--- src/rtl/mul8_seq_ctrl_pkg.sv ---
// Shared types and constants for the nibble-sequenced 8x8 multiplier.
// Also provides the pass-to-(a_sel, b_sel, shift) lookup used by the controller.
package mul_seq_pkg;

    localparam int unsigned NW    = 4;
    localparam int unsigned NSEG  = 2;
    localparam int unsigned OPW   = NW * NSEG;
    localparam int unsigned NPASS = NSEG * NSEG;

    typedef enum logic [1:0] {
        IDLE,
        RUN,
        DONE
    } state_t;

    typedef struct packed {
        logic [7:0] a_sel;
        logic [7:0] b_sel;
        logic [7:0] shift;
    } pass_sel_t;

    // Pass p covers segment (p / nseg) of a and segment (p % nseg) of b, so the
    // order is lo*lo, lo*hi, hi*lo, hi*hi with shift = (a_sel + b_sel) * nw.
    function automatic pass_sel_t pass_lut(
        input logic [1:0]  p,
        input int unsigned nseg,
        input int unsigned nw
    );
        pass_sel_t s;
        s.a_sel = 8'(p / nseg);
        s.b_sel = 8'(p % nseg);
        s.shift = 8'((s.a_sel + s.b_sel) * nw);
        return s;
    endfunction

endpackage

--- src/rtl/mul4x4_array.sv ---
// Combinational NW x NW unsigned array multiplier: AND partial products
// reduced by rows of ripple full adders, one product bit retired per row.
module mul4x4_array #(
    parameter int unsigned NW = 4
) (
    input  logic [NW-1:0]   a,
    input  logic [NW-1:0]   b,
    output logic [2*NW-1:0] p
);

    logic [NW:0]   row;
    logic [NW-1:0] nxt;
    logic          x;
    logic          y;
    logic          c;

    // row holds the running partial sum plus its carry; its LSB is final after each row
    always_comb begin
        p   = '0;
        nxt = '0;
        x   = 1'b0;
        y   = 1'b0;
        c   = 1'b0;
        row = {1'b0, a & {NW{b[0]}}};
        p[0] = row[0];
        for (int unsigned i = 1; i < NW; i++) begin
            c = 1'b0;
            for (int unsigned j = 0; j < NW; j++) begin
                x      = row[j+1];
                y      = a[j] & b[i];
                nxt[j] = x ^ y ^ c;
                c      = (x & y) | (c & (x ^ y));
            end
            row  = {c, nxt};
            p[i] = row[0];
        end
        p[2*NW-1:NW] = row[NW:1];
    end

endmodule

--- src/rtl/mul8_seq_ctrl.sv ---
// Sequencer that time-shares one NW x NW multiplier core over NSEG*NSEG passes
// to form a full OPW x OPW unsigned product, with valid/ready on both sides.
module mul8_seq_ctrl #(
    parameter int unsigned NW   = mul_seq_pkg::NW,
    parameter int unsigned NSEG = mul_seq_pkg::NSEG
) (
    input  logic                     clk,
    input  logic                     rst_n,
    input  logic                     in_valid,
    output logic                     in_ready,
    input  logic [NW*NSEG-1:0]       a_in,
    input  logic [NW*NSEG-1:0]       b_in,
    output logic                     out_valid,
    input  logic                     out_ready,
    output logic [2*NW*NSEG-1:0]     prod,
    output logic                     busy,
    output logic [1:0]               pass_idx
);

    import mul_seq_pkg::*;

    localparam int unsigned OPW_L  = NW * NSEG;
    localparam int unsigned ACCW   = 2 * OPW_L;
    localparam logic [1:0]  LAST_P = 2'(NSEG * NSEG - 1);

    state_t            state;
    state_t            state_nxt;
    logic [OPW_L-1:0]  a_reg;
    logic [OPW_L-1:0]  b_reg;
    logic [ACCW-1:0]   acc;
    logic [1:0]        pass_cnt;

    pass_sel_t         sel;
    logic [NW-1:0]     core_a;
    logic [NW-1:0]     core_b;
    logic [2*NW-1:0]   core_p;
    logic [ACCW-1:0]   term;

    mul4x4_array #(.NW(NW)) u_core (
        .a (core_a),
        .b (core_b),
        .p (core_p)
    );

    // Nibble selection and alignment for the current pass
    always_comb begin
        sel    = pass_lut(pass_cnt, NSEG, NW);
        core_a = NW'(a_reg >> (sel.a_sel * NW));
        core_b = NW'(b_reg >> (sel.b_sel * NW));
        term   = ACCW'(core_p) << sel.shift;
    end

    always_ff @(posedge clk) begin
        if (!rst_n) begin
            state <= IDLE;
        end else begin
            state <= state_nxt;
        end
    end

    always_comb begin
        state_nxt = state;
        unique case (state)
            IDLE:    if (in_valid)             state_nxt = RUN;
            RUN:     if (pass_cnt == LAST_P)   state_nxt = DONE;
            DONE:    if (out_ready)            state_nxt = IDLE;
            default:                           state_nxt = IDLE;
        endcase
    end

    always_comb begin
        in_ready  = (state == IDLE);
        out_valid = (state == DONE);
        busy      = (state != IDLE);
        pass_idx  = (state == RUN) ? pass_cnt : '0;
        prod      = acc;
    end

    // Operands are captured only on accept, so input changes during a job are ignored
    always_ff @(posedge clk) begin
        if (!rst_n) begin
            a_reg    <= '0;
            b_reg    <= '0;
            acc      <= '0;
            pass_cnt <= '0;
        end else begin
            unique case (state)
                IDLE: begin
                    if (in_valid) begin
                        a_reg    <= a_in;
                        b_reg    <= b_in;
                        acc      <= '0;
                        pass_cnt <= '0;
                    end
                end
                RUN: begin
                    acc      <= acc + term;
                    pass_cnt <= (pass_cnt == LAST_P) ? '0 : pass_cnt + 2'd1;
                end
                default: ;
            endcase
        end
    end

endmodule
--- config.mk ---
export PLATFORM = sky130hd
export DESIGN_NAME = mul8_seq_ctrl
export DESIGN_NICKNAME = d
export VERILOG_FILES = /design/src/rtl/mul8_seq_ctrl_pkg.sv /design/src/rtl/mul4x4_array.sv /design/src/rtl/mul8_seq_ctrl.sv
export SDC_FILE = /design/constraint.sdc
export NUM_CORES = 1
export LEC_CHECK = 0
export ABC_AREA = 1
export BUFFER_PORTS_ARGS = -buffer_cell sky130_fd_sc_hd__buf_2
export CORE_MARGIN = 5
export CORE_UTILIZATION = 50
export DETAILED_ROUTE_END_ITERATION = 8
export PLACE_DENSITY = 0.71
export SLEW_MARGIN = 20
export SYNTH_ARGS = -nofsm -noshare
export SYNTH_HDL_FRONTEND = slang
export SYNTH_SLANG_ARGS = --single-unit
--- constraint.sdc ---
create_clock -name clk -period 11.1 [get_ports clk]
set_clock_uncertainty 0.1 [all_clocks]
set_input_delay 2.22 -clock clk [delete_from_list [all_inputs] [get_ports clk]]
set_output_delay 2.22 -clock clk [all_outputs]
set_load 0.02 [all_outputs]
# Word level (Yosys, flattened, before mapping)
# Cells that the tools add are included.
totals:
  wordCells: 94
  ff_bits: 36
  rom_bits: 0
  output_inout_bits: 21
  latchBits: 0
  n_memories: 0
  ram_bits: 0
op_classes:
  n_reduce_logical: 6
  n_mux: 10
  order_cmp: 0
  shifts: 3
  eq_ne: 6
  mul: 0
  bitwise_logic: 61
  div: 0
  addsub: 3
op_table:
  columns: ["cell", "n"]
  rows:
  - ["bitwise AND 1 bit", 32]
  - ["case mux 16 bit (2 select lines)", 1]
  - ["bitwise XOR 1 bit", 20]
  - ["adder 16 bit", 1]
  - ["two-way mux 16 bit", 1]
  - ["left shift 8 x 4 -> 16 bit", 1]
  - ["right shift 8 x 3 -> 4 bit", 2]
  - ["two-way mux 2 bit", 6]
  - ["OR 1 bit", 8]
  - ["case mux 2 bit (3 select lines)", 1]
  - ["bitwise AND 4 bit", 1]
  - ["== test 2 bit (second input constant)", 2]
  - ["inequality test 2 bit (second input constant)", 2]
  - ["case mux 2 bit (2 select lines)", 1]
  - ["AND reduction 2 bit", 2]
  - ["nonzero test 2 bit", 2]
  - ["AND reduction 3 bit", 1]
  - ["adder 1 x 1 -> 2 bit", 1]
  - ["adder 2 x 1 -> 2 bit (second input constant)", 1]
  - ["== test 2 x 1 -> 1 bit (second input constant)", 1]
  - ["logical NOT 2 bit", 1]
  - ["inequality test 2 x 1 -> 1 bit (second input constant)", 1]

# Depth between registers and ports, before layout
# Gate-level depths: netlist of run 1.
depth:
  word_depth: 20
  depth_mapped: 29
  depth_no_buf: 28

# Cells and area by module
# From an unflattened synthesis of run 1, not the netlist that was laid out.
unflattened:
  hier_cells: 470
  area_unflattened_um2: 2915.3
modules_own_cells:
  columns: ["module", "instances", "area_each_um2", "cells_each"]
  rows:
  - ["mul8_seq_ctrl", 1, 2558.7, 420]
  - ["mul4x4_array", 1, 356.6, 50]

# Least setup slack after synthesis of run 1
# Ideal clock, no wire load.
synth_path:
  path_type: "reg2reg"
  from: "register pass_cnt[0]"
  to: "register acc[15] (netlist: prod[15])"
  slack_ns: 5.771
  stages_incl_launch_ff: 29
  t_required_ns: 10.934
  arrival_time_ns: 5.163
  setup_ns: 0.066
  path_cell_list: "dfxtp_1 buf_2 mux2i_1 nor2_1 ha_1 inv_1 fa_1 inv_1 fa_1 inv_1 fa_1 inv_1 fa_1 inv_1 fa_1 fa_1 fa_1 or2_2 a21oi_1 ha_1 nand2_1 inv_1 nand2_1 nand2_1 a21oi_1 nand2_1 nand2_1 nand3_1 a21oi_2"
synth_via:
  elab_chain_cells: 20
synth_rtl:
  columns: ["element", "line_no", "rtl"]
  rows:
  - ["start: declaration", "mul8_seq_ctrl.sv:31", "logic [1:0] pass_cnt;"]
  - ["start signal: assignment", "mul8_seq_ctrl.sv:98", "pass_cnt <= (pass_cnt == LAST_P) ? '0 : pass_cnt + 2'd1;"]
  - ["right shift 8 x 3 -> 4 bit", "mul8_seq_ctrl.sv:49", "core_b = NW'(b_reg >> (sel.b_sel * NW));"]
  - ["bitwise AND 4 bit / bitwise AND 1 bit (equally long branches)", "mul4x4_array.sv:24, mul4x4_array.sv:30", null]
  - ["bitwise AND 1 bit / bitwise XOR 1 bit (equally long branches)", "mul4x4_array.sv:32, mul4x4_array.sv:31", null]
  - ["bitwise AND 1 bit", "mul4x4_array.sv:32", "c = (x & y) | (c & (x ^ y));"]
  - ["OR 1 bit", "mul4x4_array.sv:32", null]
  - ["bitwise AND 1 bit / bitwise XOR 1 bit (equally long branches)", "mul4x4_array.sv:32, mul4x4_array.sv:31", null]
  - ["OR 1 bit / bitwise XOR 1 bit (equally long branches)", "mul4x4_array.sv:32, mul4x4_array.sv:31", null]
  - ["bitwise XOR 1 bit / bitwise AND 1 bit (equally long branches)", "mul4x4_array.sv:31, mul4x4_array.sv:32", null]
  - ["[... 4 more ...]", null, null]
  - ["OR 1 bit / bitwise XOR 1 bit (equally long branches)", "mul4x4_array.sv:32, mul4x4_array.sv:31", null]
  - ["bitwise AND 1 bit", "mul4x4_array.sv:32", null]
  - ["OR 1 bit", "mul4x4_array.sv:32", null]
  - ["bitwise AND 1 bit", "mul4x4_array.sv:32", null]
  - ["OR 1 bit", "mul4x4_array.sv:32", null]
  - ["left shift 8 x 4 -> 16 bit (*)", "mul8_seq_ctrl.sv:50", "term = ACCW'(core_p) << sel.shift;"]
  - ["adder 16 bit (*)", "mul8_seq_ctrl.sv:97", "acc <= acc + term;"]
  - ["case mux 16 bit (2 select lines) (*)", "mul8_seq_ctrl.sv:87", "unique case (state)"]
  - ["end signal: assignment", "mul8_seq_ctrl.sv:97", null]
  - ["end: declaration", "mul8_seq_ctrl.sv:30", "logic [ACCW-1:0] acc;"]
# Every way passes the cells marked *; elsewhere a longest branch is shown, timed or not.
# A chain may end at the register's enable or synchronous reset.

# Worst setup path after layout of run 1
# Ends and elaborated chain as after synthesis.

==> flow_summary.ini, run 1 <==
[critical_path]
rrSetupSlack_ns = 5.18
path_max_fanout = 7
worst_path_most_repeated_cell = fa_1
worst_setup_path_start_kind = register
r2r-end = prod[15]
end_kind = register
max_stage_delay_ns = 0.48
r2r_start = pass_cnt[0]
slowest_stage = dfxtp_1
cp.arrival_ns = 6.04
crit_type = register to register
required_ns = 11.21
cp-startpoint = pass_cnt[0]
reg2regPathDepth = 27

[clock_network]
htreeDepth = 2
cts_setup_buffers = 0
clk_pin_slew_ns = 0.08
cts.root.buffer_cell = clkbuf_8
insertion_delay_ns = 0.30
cts_buffers = 5
cts_hold_buf = 0
cts_tree = yes
cts_resized = 0
clkSinkCount = 36
clock_path_buffers = 2

[sta]
fmax_ghz = 0.1689
rsz0062_at_grt = no
fin_ws_ns = 5.178
hold_viol_final = 0
fin_hold_ws_ns = 0.3872
fin_crit_ns = 5.922
slew_headroom = 0.5202
tightest_slew_ns = 0.7153
setup_viol = 0
tns_ns = 0
slew_viol_final = 0
post-route-period-util = 0.5335

[detailed_routing]
drc = 0
final_antenna_net_count = 0
routed_wl_mm = 6.564
wl_per_cell_um = 12.20
vias = 2664
first_pass_iters = 5
routed_via_density = 4.952
drt_iter0_markers = 133

[floorplanning]
num_io_pins = 41
std_cell_rows = 27
initial_utilization = 0.5133
die_x_um = 85.19
die_y_um = 85.19
core_um2 = 5507
dieArea_um2 = 7256

[synthesis]
synthTopCellsByArea = dfxtp_1 25%, nand2_1 14%, nor2_1 9.6%
yosysMostFrequentCell = nand2_1
synth_nets = 477
yosysTopAreaCellShare = 0.2550
avgSynthCellArea_um2 = 6.604
synth-seq-cells = 36
synth_cells = 428
yosys.area.top_type = dfxtp_1
synth_warnings = 0
netlist_top_cells_count = 103 x nand2_1, 72 x nor2_1, 55 x inv_1
synth_edf_count = 0
synthArstFlopShare = 0
synth_cell_types = 31
netlist_area_um2 = 2826
ys_seq_area_frac = 0.2550
ys.flop_type = dfxtp_1

[power]
switching_share = 0.3394
power_density_nw_per_um2 = 99.43
p_int_mw = 0.2066
power_frac_seq = 0.453
p_switching_mw = 0.1062
p_leak_nw = 1.599
p_comb_frac = 0.235
p_clk_frac = 0.313
ir_worst_vdd_mv = 0.07496

[place]
portBuffers = 40
preCtsSetupSlack_ns = 5.250
gp_congestion = 0.9338
dpl.hpwl_mm = 5.190

[final_layout]
drive_gt1_frac = 0.1695
fillCellCount = 555
largest_reg_flops = 16
final_nets = 514
diodes = 0
area_growth_pct = 11.29

[global_routing]
antenna_found_initial = 0
grt_max_degree = 20
grt_pass1_wl_mm = 11.07
grtUsageTotal = 0.1880
grt_pass1_vias = 2458
grt_overflow = 0

[worst_hold_path]
hold_path_end = a_reg[3]
hp-start = a_reg[3]
hold_path_class = register to register
min_path_cells = 2

[run_status]
status = finished clean

[run]
maxCapViolCount = 0
how the worst max path moves through the flow:
| stage | endpoint | slack, ns |
|---|---|---|
| 5_1_grt | prod[15] | 4.81 |
| 2_1_floorplan | prod[15] | 5.77 |
| 3_5_place_dp | prod[15] | 5.25 |
| 3_3_place_gp | prod[15] | 5.37 |
| 4_1_cts | prod[15] | 5.22 |
| 6_report | prod[15] | 5.18 |
routing by layer:
layer	vias to the layer above	share of wire	wire length, um	global-route usage
met2	78	0.42	2779	0.2853
met5	-	0	0	0
met4	0	0.016	102	0.05899
met1	1153	0.49	3229	0.2676
met3	11	0.069	452	0.03689
li1	1422	-	-	-
cell usage in the layout (no fill, tap or decap), types with 2 or more instances in the layout:
cell type / Yosys / layout
nand3b_1: 3 / 3
buf_2: 5 / 40
clkbuf_8: 0 / 5
clkinvlp_4: 0 / 2
or2_1: 2 / 2
nand4_1: 2 / 2
fa_1: 9 / 9
dfxtp_1: 36 / 36
nand3_1: 18 / 18
a21oi_1: 26 / 26
nor2_1: 72 / 72
nor2_4: 2 / 2
or2_2: 11 / 11
nand2_1: 103 / 103
ha_1: 20 / 20
o21ai_0: 27 / 27
mux2i_1: 6 / 6
a21oi_2: 7 / 7
nor3_1: 4 / 4
inv_1: 55 / 55
nand2_2: 6 / 6
area by class of cell:
type                            count  area (um^2)  area share
Multi-Input combinational cell    324         1822      0.5792
Sequential cell                    36        720.7      0.2291
Inverter                           58        220.2     0.07001
Timing Repair Buffer               40        200.2     0.06364
Tap cell                           72        90.09     0.02864
Clock buffer                        5        68.82     0.02188
Clock inverter                      3        23.77    0.007558
critical path: cells and delay by family, from the launching register on:
| kind | cells | cell delay [ns] |
|---|---|---|
| compound gates | 3 | 0.50 |
| fa+ha+maj | 9 | 3.10 |
| buf+inv | 6 | 0.37 |
| flops | 1 | 0.48 |
| mux | 1 | 0.43 |
| simple gates | 8 | 0.88 |
power groups by stage:
stage	sequential, mW	clock, mW	combinational, mW
CTS	0.142	0.101	0.0738
finish	0.142	0.0978	0.0733
floorplan	0.145	0	0.0552
global route	0.143	0.107	0.0831
detailed placement	0.145	0	0.0733
global placement	0.145	0	0.0719
stage by stage:
step | total power [mW] | util | instances | instance area [um^2]
finish | 0.3127 | 0.5712 | 538 | 3146
floorplan | 0.1998 | - | 428 | 2826
global placement | 0.2165 | 0.5544 | 530 | 3053
detailed placement | 0.2180 | 0.5544 | 530 | 3053
global route | 0.3325 | 0.5712 | 538 | 3146
CTS | 0.3160 | 0.5712 | 538 | 3146
kinds of logic after synthesis:
kind of cell / share of synthesized area
compound gates: 0.1209
fa+ha+maj: 0.1523
buf+inv: 0.1005
flops: 0.2550
mux: 0.02125
simple gates: 0.3502
Note: power is estimated with default switching activity, not from simulation.
==> run 2, diff against run 1 <==
Clock period 11.1 ns to 5.65 ns, I/O delays scaled along.
==> run 2 against run 1 <==
Via count grew 4.8%. Core utilization grew 4.5 points. Sequential share of layout area shrank 1.5 points. Sequential cell count is the same. Fmax grew 7.6%. First-iteration DRC count grew 29%. Cell area grew 7.9%. Die area is the same. Count of clock-buffer cells in the layout is the same. Global-route usage grew 0.68 points. Clock power grew 150%. Register-to-register slack lost 5.0 ns. Critical endpoint is now prod[7]. Largest cell class unchanged.
==> flow_summary.ini, run 2 (synthesized netlist as in run 1, its figures left out) <==
[critical_path]
worst_path_most_repeated_cell = inv_2
cp-startpoint = pass_cnt[1]
cp.arrival_ns = 5.62
r2r_start = pass_cnt[1]
crit_path_end = prod[7]
worst_setup_path_start_kind = register
rrSetupSlack_ns = 0.15
r2r-end = prod[7]
reg2regPathDepth = 27
crit_type = register to register
slowest_stage = fa_1
end_kind = register
max_stage_delay_ns = 0.55
path_max_fanout = 7
required_ns = 5.77

[clock_network]
clk_pin_slew_ns = 0.08
clkSinkCount = 36
clock_path_buffers = 2
insertion_delay_ns = 0.30
cts_buffers = 5
htreeDepth = 2
cts.root.buffer_cell = clkbuf_8
cts_tree = yes

[sta]
fin_ws_ns = 0.1482
fin_hold_ws_ns = 0.3847
slew_headroom = 0.5444
fmax_ghz = 0.1818
slew_viol_final = 0
hold_viol_final = 0
fin_crit_ns = 5.502
setup_viol = 0
tns_ns = 0
tightest_slew_ns = 0.6792
post-route-period-util = 0.9738

[detailed_routing]
drt_iter0_markers = 171
first_pass_iters = 4
final_antenna_net_count = 0
wl_per_cell_um = 12.82
vias = 2791
drc = 0
routed_wl_mm = 7.000
routed_via_density = 5.112

[place]
dpl.hpwl_mm = 5.178
portBuffers = 40
gp_congestion = 0.9235
preCtsSetupSlack_ns = -0.1000

[final_layout]
diodes = 0
multi_input_area_um2 = 1979
seq_area_um2 = 728.2
layout_common_cells = 93 x nand2_1, 69 x nor2_1, 47 x inv_1
area_growth_pct = 20.05
largest_reg_flops = 16
layout_commonest_cell = nand2_1
fillCellCount = 499
final_nets = 522
drive_gt1_frac = 0.2806

[power]
p_int_mw = 0.4630
p_leak_nw = 1.663
p_clk_frac = 0.352
power_frac_seq = 0.408
p_switching_mw = 0.2241
power_density_nw_per_um2 = 202.5
ir_worst_vdd_mv = 0.1301
switching_share = 0.3261
p_comb_frac = 0.240

[global_routing]
grt_pass1_vias = 2553
antenna_found_initial = 0
grtUsageTotal = 0.1948
grt_overflow = 0
grt_max_degree = 20
grt_pass1_wl_mm = 11.59

[floorplanning]
core_um2 = 5507
std_cell_rows = 27
num_io_pins = 41
dieArea_um2 = 7256
die_x_um = 85.19
die_y_um = 85.19
initial_utilization = 0.5133

[worst_hold_path]
hold_path_class = register to register
min_path_cells = 2

[run]
maxCapViolCount = 0

[run_status]
status = finished clean
[run 2: cell count changes in the layout (fill, tap and decap cells not counted), sizes merged]
cell	delta
buf	+8
clkinv	-1
inv	+1
bufinv	+1
clkinvlp	-1
[run 2: repair_timing]
action                     CTS  global route
hold buffers                 0             0
buffers inserted             1             4
pin swaps                    0            26
setup endpoints to repair    6             9
gates resized for setup      5            51
[run 2: per-layer routing]
layer,global-route usage,vias to the layer above,wire length [um],part of all wire
li1,-,1438,-,-
met1,0.2776,1267,3354,0.48
met2,0.2966,75,3179,0.45
met3,0.03689,11,350,0.050
met4,0.06043,0,116,0.017
met5,0,-,0,0
[run 2: cell type report]
| class | instances | area share |
|---|---|---|
| Multi-Input combinational cell | 324 | 0.5833 |
| Sequential cell | 36 | 0.2146 |
| Timing Repair Buffer | 48 | 0.07670 |
| Inverter | 58 | 0.06490 |
| Tap cell | 72 | 0.02655 |
| Clock buffer | 5 | 0.02028 |
| Clock inverter | 3 | 0.01364 |
[run 2: worst max-delay path, delay by kind of cell, from the launching register on]
family,cells,cell delay [ns]
buffers and inverters,7,0.44
adders and majority gates,9,3.15
AOI/OAI and AO/OA,5,0.61
and+or+nand+nor,5,0.41
muxes,1,0.29
DFF,1,0.43
[run 2: power by group through the flow]
stage                     registers, mW  logic (mW)  clock network, mW
after global routing              0.282       0.184              0.257
after global placement            0.283       0.144                  0
final                             0.281       0.165              0.242
after detailed placement          0.283       0.146                  0
after floorplan                   0.284       0.108                  0
after CTS                         0.278       0.149              0.247
[run 2: worst min path at each step]
stage | endpoint | startpoint
3_3_place_gp | b_reg[2] | b_reg[2]
4_1_cts | prod[4] | prod[4]
3_5_place_dp | b_reg[2] | b_reg[2]
2_1_floorplan | b_reg[6] | b_reg[6]
6_report | prod[4] | prod[4]
5_1_grt | prod[4] | prod[4]
[run 2: through the flow]
step | util | cells | cell area, um^2 | total power, mW
floorplan | - | 428 | 2826 | 0.3926
global placement | 0.5585 | 533 | 3075 | 0.4276
detailed placement | 0.5585 | 533 | 3075 | 0.4298
CTS | 0.5835 | 542 | 3213 | 0.6740
global route | 0.6162 | 546 | 3393 | 0.7232
finish | 0.6162 | 546 | 3393 | 0.6871
==> run 3, diff against run 2 <==
Settings changed: SETUP_SLACK_MARGIN set to 0.2.
==> run 3 against run 2 <==
Critical path depth is 1 lower. Sequential power hardly changed. Die area stayed put. Highest routed layer unchanged. Largest power group unchanged. Sequential cell count stayed put. Critical path type unchanged. Clock power hardly changed. Largest cell class unchanged.
==> flow_summary.ini, run 3 (synthesized netlist as in run 1, its figures left out) <==
[critical_path]
max_stage_delay_ns = 0.47
cp.arrival_ns = 5.45
path_max_fanout = 4
crit_type = register to register
slowest_stage = fa_1
worst_path_most_repeated_cell = inv_2
worst_setup_path_start_kind = register
required_ns = 5.77
end_kind = register

[run_status]
status = finished clean

[global_routing]
grt_pass1_wl_mm = 11.61
antenna_found_initial = 0
grt_overflow = 0
grt_max_degree = 20
grtUsageTotal = 0.1958
grt_pass1_vias = 2604

[final_layout]
fin_cells = 551
largest_reg_flops = 16
layout_common_cells = 88 x nand2_1, 66 x nor2_1, 46 x inv_1
area_growth_pct = 25.50
utilization = 0.6442
final_nets = 527
diodes = 0
drive_gt1_frac = 0.3236
fillCellCount = 464
layout_commonest_cell = nand2_1
fin_area_um2 = 3547

[detailed_routing]
vias = 2859
final_antenna_net_count = 0
wl_met1_mm = 3.301
routed_wl_mm = 7.247
top_layer = met4
met2RoutedLength_mm = 3.446
routed_via_density = 5.189
drc = 0
first_pass_iters = 5
met3WireLength_um = 416
wl_per_cell_um = 13.15
drt_iter0_markers = 215

[sta]
fmax_ghz = 0.1877
slew_viol_final = 0
slew_headroom = 0.5412
fin_crit_ns = 5.327
setup_viol = 0
hold_viol_final = 0
fin_ws_ns = 0.3229
tightest_slew_ns = 0.6840
post-route-period-util = 0.9428
rsz0062_at_grt = yes
fin_hold_ws_ns = 0.3851
tns_ns = 0

[floorplanning]
std_cell_rows = 27
num_io_pins = 41
die_y_um = 85.19
core_um2 = 5507
dieArea_um2 = 7256
initial_utilization = 0.5133
die_x_um = 85.19

[run]
maxCapViolCount = 0

[clock_network]
clk_pin_slew_ns = 0.08
clock_path_buffers = 2
clkSinkCount = 36
cts_buffers = 5
htreeDepth = 2
cts_tree = yes
insertion_delay_ns = 0.30
cts.root.buffer_cell = clkbuf_8
cts_hold_buf = 0

[place]
portBuffers = 40
dpl.hpwl_mm = 5.178
placed_cell_area_um2 = 3075
gp_congestion = 0.9235
dp_cells = 533
preCtsSetupSlack_ns = -0.1000

[power]
fin_total_pwr_mw = 0.6985
power_density_nw_per_um2 = 196.9
ir_worst_vdd_mv = 0.1306
p_leak_nw = 1.713

[worst_hold_path]
hold_path_class = register to register
-- run 3: cell types whose count changed in the layout (fill, tap and decap cells not counted), moves of 2 or more --
cell / previous run / this run
buf_4: 8 / 12
ha_1: 17 / 14
ha_4: 1 / 4
nor2_1: 69 / 66
nand2_2: 16 / 19
nand3_1: 16 / 14
nand2_4: 1 / 3
nand2_1: 93 / 88
a21oi_1: 21 / 19
nand3_2: 2 / 4
nor2_2: 3 / 6
-- run 3: cell type report --
type	instances	area [um^2]	share of cell area
Multi-Input combinational cell	324	2092	0.5898
Clock buffer	5	68.82	0.01940
Timing Repair Buffer	53	301.5	0.08501
Sequential cell	36	728.2	0.2053
Tap cell	72	90.09	0.02540
Inverter	58	220.2	0.06208
Clock inverter	3	46.29	0.01305
-- run 3: worst paths after layout --
path / start / end / slack, ns / depth (start not counted)
worst max-delay path: pass_cnt[1] / prod[15] / 0.32 / 26
worst min-delay path: prod[4] / prod[4] / 0.39 / 2
worst max register to register: pass_cnt[1] / prod[15] / 0.32 / 26
worst min register to register: prod[4] / prod[4] / 0.39 / 2
-- run 3: what timing repair did --
| action | CTS | global route |
|---|---|---|
| pin swaps | 19 | 33 |
| setup buffers | 6 | 4 |
| endpoints found under the setup margin | 9 | 9 |
| gates resized for setup | 32 | 49 |
-- run 3: critical path, delay by kind of cell, from the launching register on --
kind | cells | cell delay (ns)
DFF | 1 | 0.39
adders and majority gates | 9 | 2.92
buffers and inverters | 6 | 0.33
AOI/OAI and AO/OA | 2 | 0.30
muxes | 1 | 0.20
and+or+nand+nor | 8 | 1.02
-- run 3: layer usage --
layer	GRT usage	up-vias
met4	0.06475	0
met2	0.3079	94
met5	0	-
met3	0.03883	8
li1	-	1449
met1	0.2681	1308
-- run 3: power by group --
part / leakage [nW] / switching (mW) / internal (mW)
Combinational: 1.36 / 0.108 / 0.0704
Clock: 0.0548 / 0.106 / 0.133
Sequential: 0.296 / 0.0139 / 0.268
Total: 1.71 / 0.228 / 0.471
